<file path="src/rtl/led_string_tx.sv">
// One-wire LED string transmitter (WS2812B/SK6812 class): pixel FIFO feeding an MSB-first
// serialiser with cycle-exact bit timing and a latch (reset) low period on request.
module led_string_tx #(
  parameter int unsigned CLK_PERIOD_NS = 100,
  parameter int unsigned BPP           = 24,
  parameter int unsigned DEPTH         = 4,
  parameter int unsigned T0H_NS        = 400,
  parameter int unsigned T0L_NS        = 850,
  parameter int unsigned T1H_NS        = 800,
  parameter int unsigned T1L_NS        = 450,
  parameter int unsigned RESET_NS      = 80000
) (
  input  logic                       clk,
  input  logic                       rst_n,
  input  logic [BPP-1:0]             s_data,
  input  logic                       s_valid,
  output logic                       s_ready,
  input  logic                       latch,
  output logic                       busy,
  output logic                       frame_done,
  output logic                       underrun,
  output logic [$clog2(DEPTH+1)-1:0] fifo_level,
  output logic                       sdi
);

  function automatic int unsigned ns_to_cyc(input int unsigned ns);
    int unsigned c;
    c = (ns + CLK_PERIOD_NS - 1) / CLK_PERIOD_NS;
    return (c == 0) ? 1 : c;
  endfunction

  function automatic int unsigned max2(input int unsigned a, input int unsigned b);
    return (a > b) ? a : b;
  endfunction

  localparam int unsigned T0HCyc   = ns_to_cyc(T0H_NS);
  localparam int unsigned T0LCyc   = ns_to_cyc(T0L_NS);
  localparam int unsigned T1HCyc   = ns_to_cyc(T1H_NS);
  localparam int unsigned T1LCyc   = ns_to_cyc(T1L_NS);
  localparam int unsigned ResetCyc = ns_to_cyc(RESET_NS);
  localparam int unsigned MaxCyc   = max2(max2(max2(T0HCyc, T0LCyc), max2(T1HCyc, T1LCyc)),
                                          ResetCyc);
  localparam int unsigned CntW     = $clog2(MaxCyc) + 1;
  localparam int unsigned PtrW     = $clog2(DEPTH);
  localparam int unsigned LvlW     = $clog2(DEPTH + 1);
  localparam int unsigned BitW     = $clog2(BPP);

  // Counters load "cycles - 1" and the phase ends on the cycle they read zero.
  localparam logic [CntW-1:0] T0HLd   = CntW'(T0HCyc - 1);
  localparam logic [CntW-1:0] T0LLd   = CntW'(T0LCyc - 1);
  localparam logic [CntW-1:0] T1HLd   = CntW'(T1HCyc - 1);
  localparam logic [CntW-1:0] T1LLd   = CntW'(T1LCyc - 1);
  localparam logic [CntW-1:0] ResetLd = CntW'(ResetCyc - 1);

  function automatic logic [CntW-1:0] hi_ld(input logic b);
    return b ? T1HLd : T0HLd;
  endfunction

  function automatic logic [CntW-1:0] lo_ld(input logic b);
    return b ? T1LLd : T0LLd;
  endfunction

  typedef enum logic [1:0] {StIdle, StHigh, StLow, StLatch} state_e;

  state_e          state_q, state_d;
  logic [CntW-1:0] cnt_q, cnt_d;
  logic [BitW-1:0] bit_q, bit_d;
  logic [BPP-1:0]  shift_q, shift_d;
  logic            pending_q, pending_d;
  logic            underrun_q, underrun_d;
  logic            sdi_q, sdi_d;

  logic [BPP-1:0]  mem_q [DEPTH];
  logic [PtrW-1:0] wptr_q, wptr_d, rptr_q, rptr_d;
  logic [LvlW-1:0] level_q, level_d;
  logic            push, pop, fifo_empty;
  logic [BPP-1:0]  head;

  always_comb begin : fifo_next
    push       = s_valid && s_ready;
    fifo_empty = (level_q == '0);
    head       = mem_q[rptr_q];
    wptr_d     = wptr_q;
    rptr_d     = rptr_q;
    level_d    = level_q;
    if (push) wptr_d = wptr_q + PtrW'(1);
    if (pop)  rptr_d = rptr_q + PtrW'(1);
    case ({push, pop})
      2'b10:   level_d = level_q + LvlW'(1);
      2'b01:   level_d = level_q - LvlW'(1);
      default: level_d = level_q;
    endcase
  end

  always_comb begin : fsm_next
    state_d    = state_q;
    cnt_d      = cnt_q;
    bit_d      = bit_q;
    shift_d    = shift_q;
    pending_d  = pending_q | latch;
    underrun_d = underrun_q;
    pop        = 1'b0;
    case (state_q)
      StIdle: begin
        if (!fifo_empty) begin
          pop     = 1'b1;
          shift_d = head;
          bit_d   = BitW'(BPP - 1);
          cnt_d   = hi_ld(head[BPP-1]);
          state_d = StHigh;
        end else if (pending_q) begin
          cnt_d   = ResetLd;
          state_d = StLatch;
        end
      end
      StHigh: begin
        if (cnt_q == '0) begin
          cnt_d   = lo_ld(shift_q[BPP-1]);
          state_d = StLow;
        end else begin
          cnt_d = cnt_q - CntW'(1);
        end
      end
      StLow: begin
        if (cnt_q != '0) begin
          cnt_d = cnt_q - CntW'(1);
        end else if (bit_q != '0) begin
          shift_d = shift_q << 1;
          bit_d   = bit_q - BitW'(1);
          cnt_d   = hi_ld(shift_q[BPP-2]);
          state_d = StHigh;
        end else if (!fifo_empty) begin
          // Back-to-back pixel: reload without passing through idle.
          pop     = 1'b1;
          shift_d = head;
          bit_d   = BitW'(BPP - 1);
          cnt_d   = hi_ld(head[BPP-1]);
          state_d = StHigh;
        end else begin
          state_d = StIdle;
          if (!pending_q) underrun_d = 1'b1;
        end
      end
      StLatch: begin
        if (cnt_q == '0) begin
          pending_d = 1'b0;
          state_d   = StIdle;
        end else begin
          cnt_d = cnt_q - CntW'(1);
        end
      end
      default: state_d = StIdle;
    endcase
    sdi_d = (state_d == StHigh);
  end

  always_ff @(posedge clk) begin : state_regs
    if (!rst_n) begin
      state_q    <= StIdle;
      cnt_q      <= '0;
      bit_q      <= '0;
      shift_q    <= '0;
      pending_q  <= 1'b0;
      underrun_q <= 1'b0;
      sdi_q      <= 1'b0;
      wptr_q     <= '0;
      rptr_q     <= '0;
      level_q    <= '0;
    end else begin
      state_q    <= state_d;
      cnt_q      <= cnt_d;
      bit_q      <= bit_d;
      shift_q    <= shift_d;
      pending_q  <= pending_d;
      underrun_q <= underrun_d;
      sdi_q      <= sdi_d;
      wptr_q     <= wptr_d;
      rptr_q     <= rptr_d;
      level_q    <= level_d;
    end
  end

  always_ff @(posedge clk) begin : fifo_mem
    if (push) mem_q[wptr_q] <= s_data;
  end

  always_comb begin : outputs
    s_ready    = (level_q != LvlW'(DEPTH));
    busy       = (state_q != StIdle) || pending_q;
    frame_done = (state_q == StLatch) && (cnt_q == '0);
    underrun   = underrun_q;
    fifo_level = level_q;
    sdi        = sdi_q;
  end

endmodule

</file>
<file path="config.mk">
export PLATFORM = sky130hd
export DESIGN_NAME = led_string_tx
export DESIGN_NICKNAME = d
export VERILOG_FILES = /design/src/rtl/led_string_tx.sv
export SDC_FILE = /design/constraint.sdc
export NUM_CORES = 1
export LEC_CHECK = 0
export BUFFER_PORTS_ARGS = -buffer_cell sky130_fd_sc_hd__buf_4
export CAP_MARGIN = 0
export CORE_MARGIN = 10
export CORE_UTILIZATION = 50
export CTS_CLUSTER_SIZE = 24
export DETAILED_ROUTE_END_ITERATION = 10
export HOLD_SLACK_MARGIN = 0.02
export PLACE_DENSITY_LB_ADDON = 0.08
export SYNTH_ARGS = -nofsm -noshare
export SYNTH_HDL_FRONTEND = slang
export SYNTH_SLANG_ARGS = --single-unit
</file>
<file path="constraint.sdc">
create_clock -name clk -period 6.5 [get_ports clk]
set_input_delay 0.975 -clock clk [delete_from_list [all_inputs] [get_ports clk]]
set_output_delay 0.975 -clock clk [all_outputs]
set_load 0.005 [all_outputs]
</file>
==> results.md <==
- CP top delay family: simple AND/OR/NAND/NOR gates
- ANT nets after route: 0
- GRT Overall Usage: 0.148
- Pwr dens: 473 mW/mm^2
- Worst path bufs/invs: 3
- Final setup fails: 0
- Clock Latency Late Sink: between 400 and 500 ps
- Wire per inst: 18.1 um
- Total die area: 0.0170 mm^2
- CP Capture Type: flip-flop
- P&R area growth vs syn: 16.1%
- Final nets: 524
- Antenna cells: 0
- Hold buffers post-CTS: 0
- Top FF cell, synth: edfxtp_1
- Async SR Flop Fraction: 0
- DRC: 0
- Number of synthesized flops with an enable pin: 96
- CTS tree: built
- Antenna violations before repair: 0
- Worst setup SP type: flip-flop
- First-pass GRT wire length: around 19000 um
- Cts bufs inserted: 17
- Worst path max stage delay: 660 ps
- Multi-input logic area: roughly 0.002 mm^2
- Number of failing hold endpoints at the final stage: 0
- Worst reg-to-reg setup slack: 2950 ps
- Post-synthesis cell area: a little over 0.006 mm^2
- Global route total overflow: 0
- Netlist cell types: 50
- Max-cap violation count: 0
- Detailed Routing Iterations Pass 1: 4
- Root Driver: clkbuf_16
- Pin count of the biggest net entering global routing: 34
- I/O Buffers: 35
- # placed instances: 614
- Synthesized flop and latch total: 150
- Most frequent CP cell: inv_1
- Core region area: 0.0120 mm^2
- Ys Warns: 0
- Clock slew at reported path FFs: 60 ps
- Vias per cell: 5.79
- Max_slew headroom: 0.219
- Status: completed
- Final worst-path cycle share: 0.546
- Worst path slowest cell: a211o_1
- Mapped Cells: ~450
- Final Slew Violations: 0
- H-tree Lvls: 4
- Clock Tree Buf Depth: 2
- Gpl congestion: 0.856
- Post-Layout Cell Count: around 650
- Fill cells: between 900 and 1000
- Vias in the first global route: 3802
- Arr. time, crit path: 3870 ps
- Synth Area per Inst: roughly 14 um^2
- CTS sink cnt: 150
- Dpl hpwl: 7260 um
- Seq/Total Area, Yosys: 0.649
- Hold WC Path Type: flip-flop to flip-flop
- Tmin final: 3550 ps
- Worst Path Class, Setup: flip-flop to flip-flop
- Fin Setup TNS: 0 ps
- IO Count: 36
- Unrepaired setup endpoints after global routing: false
- Crit Path Max Fanout: 25
- Pleak: around 2.5 nW
- Worst-path cell chain: inv_1 -> ha_1 -> nor4b_2 -> nand4_1 -> a211o_1 -> inv_1 -> ha_1 -> inv_1 -> fa_1 -> xor2_1 -> or3_1 -> a21oi_1
- Fmax: ~0.28 GHz
- Vias: 3743
- Initial Util: 0.509
- Storage element area: 0.00397 mm^2
- Die width: approximately 130 um
- Syn Nets: 484
- Post-CTS Setup Bufs: 0
- Detailed Route WL: between 10000 and 15000 um
- Die height: between 100 and 150 um
- Final Skew: 7.80 ps
- Fraction of final layout cells with drive strength greater than 1: 0.210
- DRT iter0 DRCs: 300
- Worst IR drop on VDD: about 0.00023 V
- Post-CTS sizing: 0
- Site Rows: 40
- Worst EP required: approximately 6800 ps
- Actual slew at the worst max-slew pin: around 1200 ps
## worst register-to-register path: stages (launching register included)
cell and delay, ps:
dfxtp_1 320, inv_1 90, ha_1 160, nor4b_2 480, nand4_1 240, a211o_1 660
inv_1 250, ha_1 210, inv_1 60, fa_1 370, xor2_1 160, or3_1 300
a21oi_1 160
## layout make-up
class,count,area share
clock buffers,22,0.0640
flip-flops and latches,150,0.559
well taps,147,0.0259
inverters,18,0.00953
clock inverters,10,0.0173
multi-input cells,259,0.282
repair buffers,40,0.0423
## cell usage after synthesis, types with 2 or more instances
| master | number | area share |
|---|---|---|
| buf_1 | 2 | 0.0012 |
| buf_4 | 2 | 0.0025 |
| o21ai_0 | 36 | 0.029 |
| ha_1 | 9 | 0.018 |
| or3_1 | 5 | 0.0051 |
| xnor2_1 | 2 | 0.0029 |
| a21oi_1 | 14 | 0.011 |
| o211ai_1 | 5 | 0.0061 |
| a21o_1 | 3 | 0.0037 |
| a2bb2oi_1 | 2 | 0.0029 |
| and2_1 | 2 | 0.0020 |
| nor3_1 | 12 | 0.0098 |
| a211oi_1 | 7 | 0.0086 |
| or4_1 | 2 | 0.0025 |
| nand2b_1 | 2 | 0.0020 |
| nand2_1 | 12 | 0.0074 |
| edfxtp_1 | 96 | 0.47 |
| nand4_1 | 3 | 0.0031 |
| o221a_2 | 2 | 0.0037 |
| a311oi_1 | 2 | 0.0029 |
| and3_1 | 8 | 0.0082 |
| clkbuf_1 | 14 | 0.0086 |
| o21a_1 | 3 | 0.0037 |
| mux4_2 | 24 | 0.088 |
| nand3_1 | 5 | 0.0041 |
| inv_1 | 17 | 0.010 |
| a31oi_1 | 3 | 0.0031 |
| xor2_1 | 6 | 0.0086 |
| nor4_1 | 2 | 0.0020 |
| or2_2 | 2 | 0.0020 |
| dfxtp_1 | 54 | 0.18 |
| o22ai_1 | 22 | 0.023 |
| nor2_1 | 49 | 0.030 |
## per-layer routing
metal  GRT usage  routed length, um
met1       0.187               5250
met2       0.233               5780
met3      0.0451                508
met4      0.0602                165
met5           0                  0
## where the power goes
group / leakage [nW] / switching [mW] / total, mW / internal (mW)
Sequential: 1.33 / 0.152 / 1.36 / 1.20
Combinational: 0.901 / 0.586 / 1.04 / 0.453
Clock: 0.272 / 0.379 / 0.957 / 0.579
Total: 2.50 / 1.12 / 3.35 / 2.23
## state kept, by name (all words and copies together) (netlist names), named ones only
name and count:
mem_q 96, shift_q 24, cnt_q 11, bit_q 5, fifo_level 3, rptr_q 2
state_q 2, wptr_q 2, pending_q 1, sdi 1, underrun 1
## final timing paths
check | cells after the start | endpoint | from
max | 12 | fifo_level[2]$_SDFFE_PN0P_ | bit_q[0]$_SDFFE_PN0P_
min | 2 | underrun$_SDFFE_PN0P_ | underrun$_SDFFE_PN0P_
max reg2reg | 12 | fifo_level[2]$_SDFFE_PN0P_ | bit_q[0]$_SDFFE_PN0P_
min reg2reg | 2 | underrun$_SDFFE_PN0P_ | underrun$_SDFFE_PN0P_
## cells in the final DEF, fill, tap and decap left out, drive strengths merged, types with 3 or more instances in the layout
cell / netlist / final
a211oi: 7 / 7
a21o: 3 / 3
a21oi: 14 / 14
a31oi: 3 / 3
and3: 8 / 8
buf: 5 / 40
clkbuf: 14 / 22
clkinv: 1 / 3
clkinvlp: 0 / 3
dfxtp: 54 / 54
edfxtp: 96 / 96
ha: 9 / 9
inv: 17 / 20
mux4: 24 / 24
nand2: 12 / 12
nand3: 6 / 6
nand4: 3 / 3
nor2: 49 / 49
nor3: 13 / 13
nor4: 3 / 3
o211ai: 5 / 5
o21a: 3 / 3
o21ai: 36 / 36
o22ai: 22 / 22
or3: 5 / 5
xor2: 6 / 6
## metrics by stage
stage	hold slack, ps	utilization	setup slack [ps]	power (mW)	area [um^2]
floorplan	441	-	3710	2.15	6110
global placement	479	0.542	3120	2.40	6520
detailed placement	469	0.542	3000	2.42	6520
CTS	482	0.590	2970	3.38	7090
global route	530	0.590	2630	3.58	7090
finish	486	0.590	2950	3.35	7090
## kinds of logic after synthesis
kind of cell	count (synthesis)	share of synthesized area
buffers and inverters	37	0.0242
and+or+nand+nor	112	0.0958
adders and majority gates	10	0.0217
DFF	150	0.649
xor gates and xnor gates	8	0.0115
muxes	24	0.0885
AOI/OAI and AO/OA	105	0.110
No activity file was read; power rests on OpenSTA's default activity.
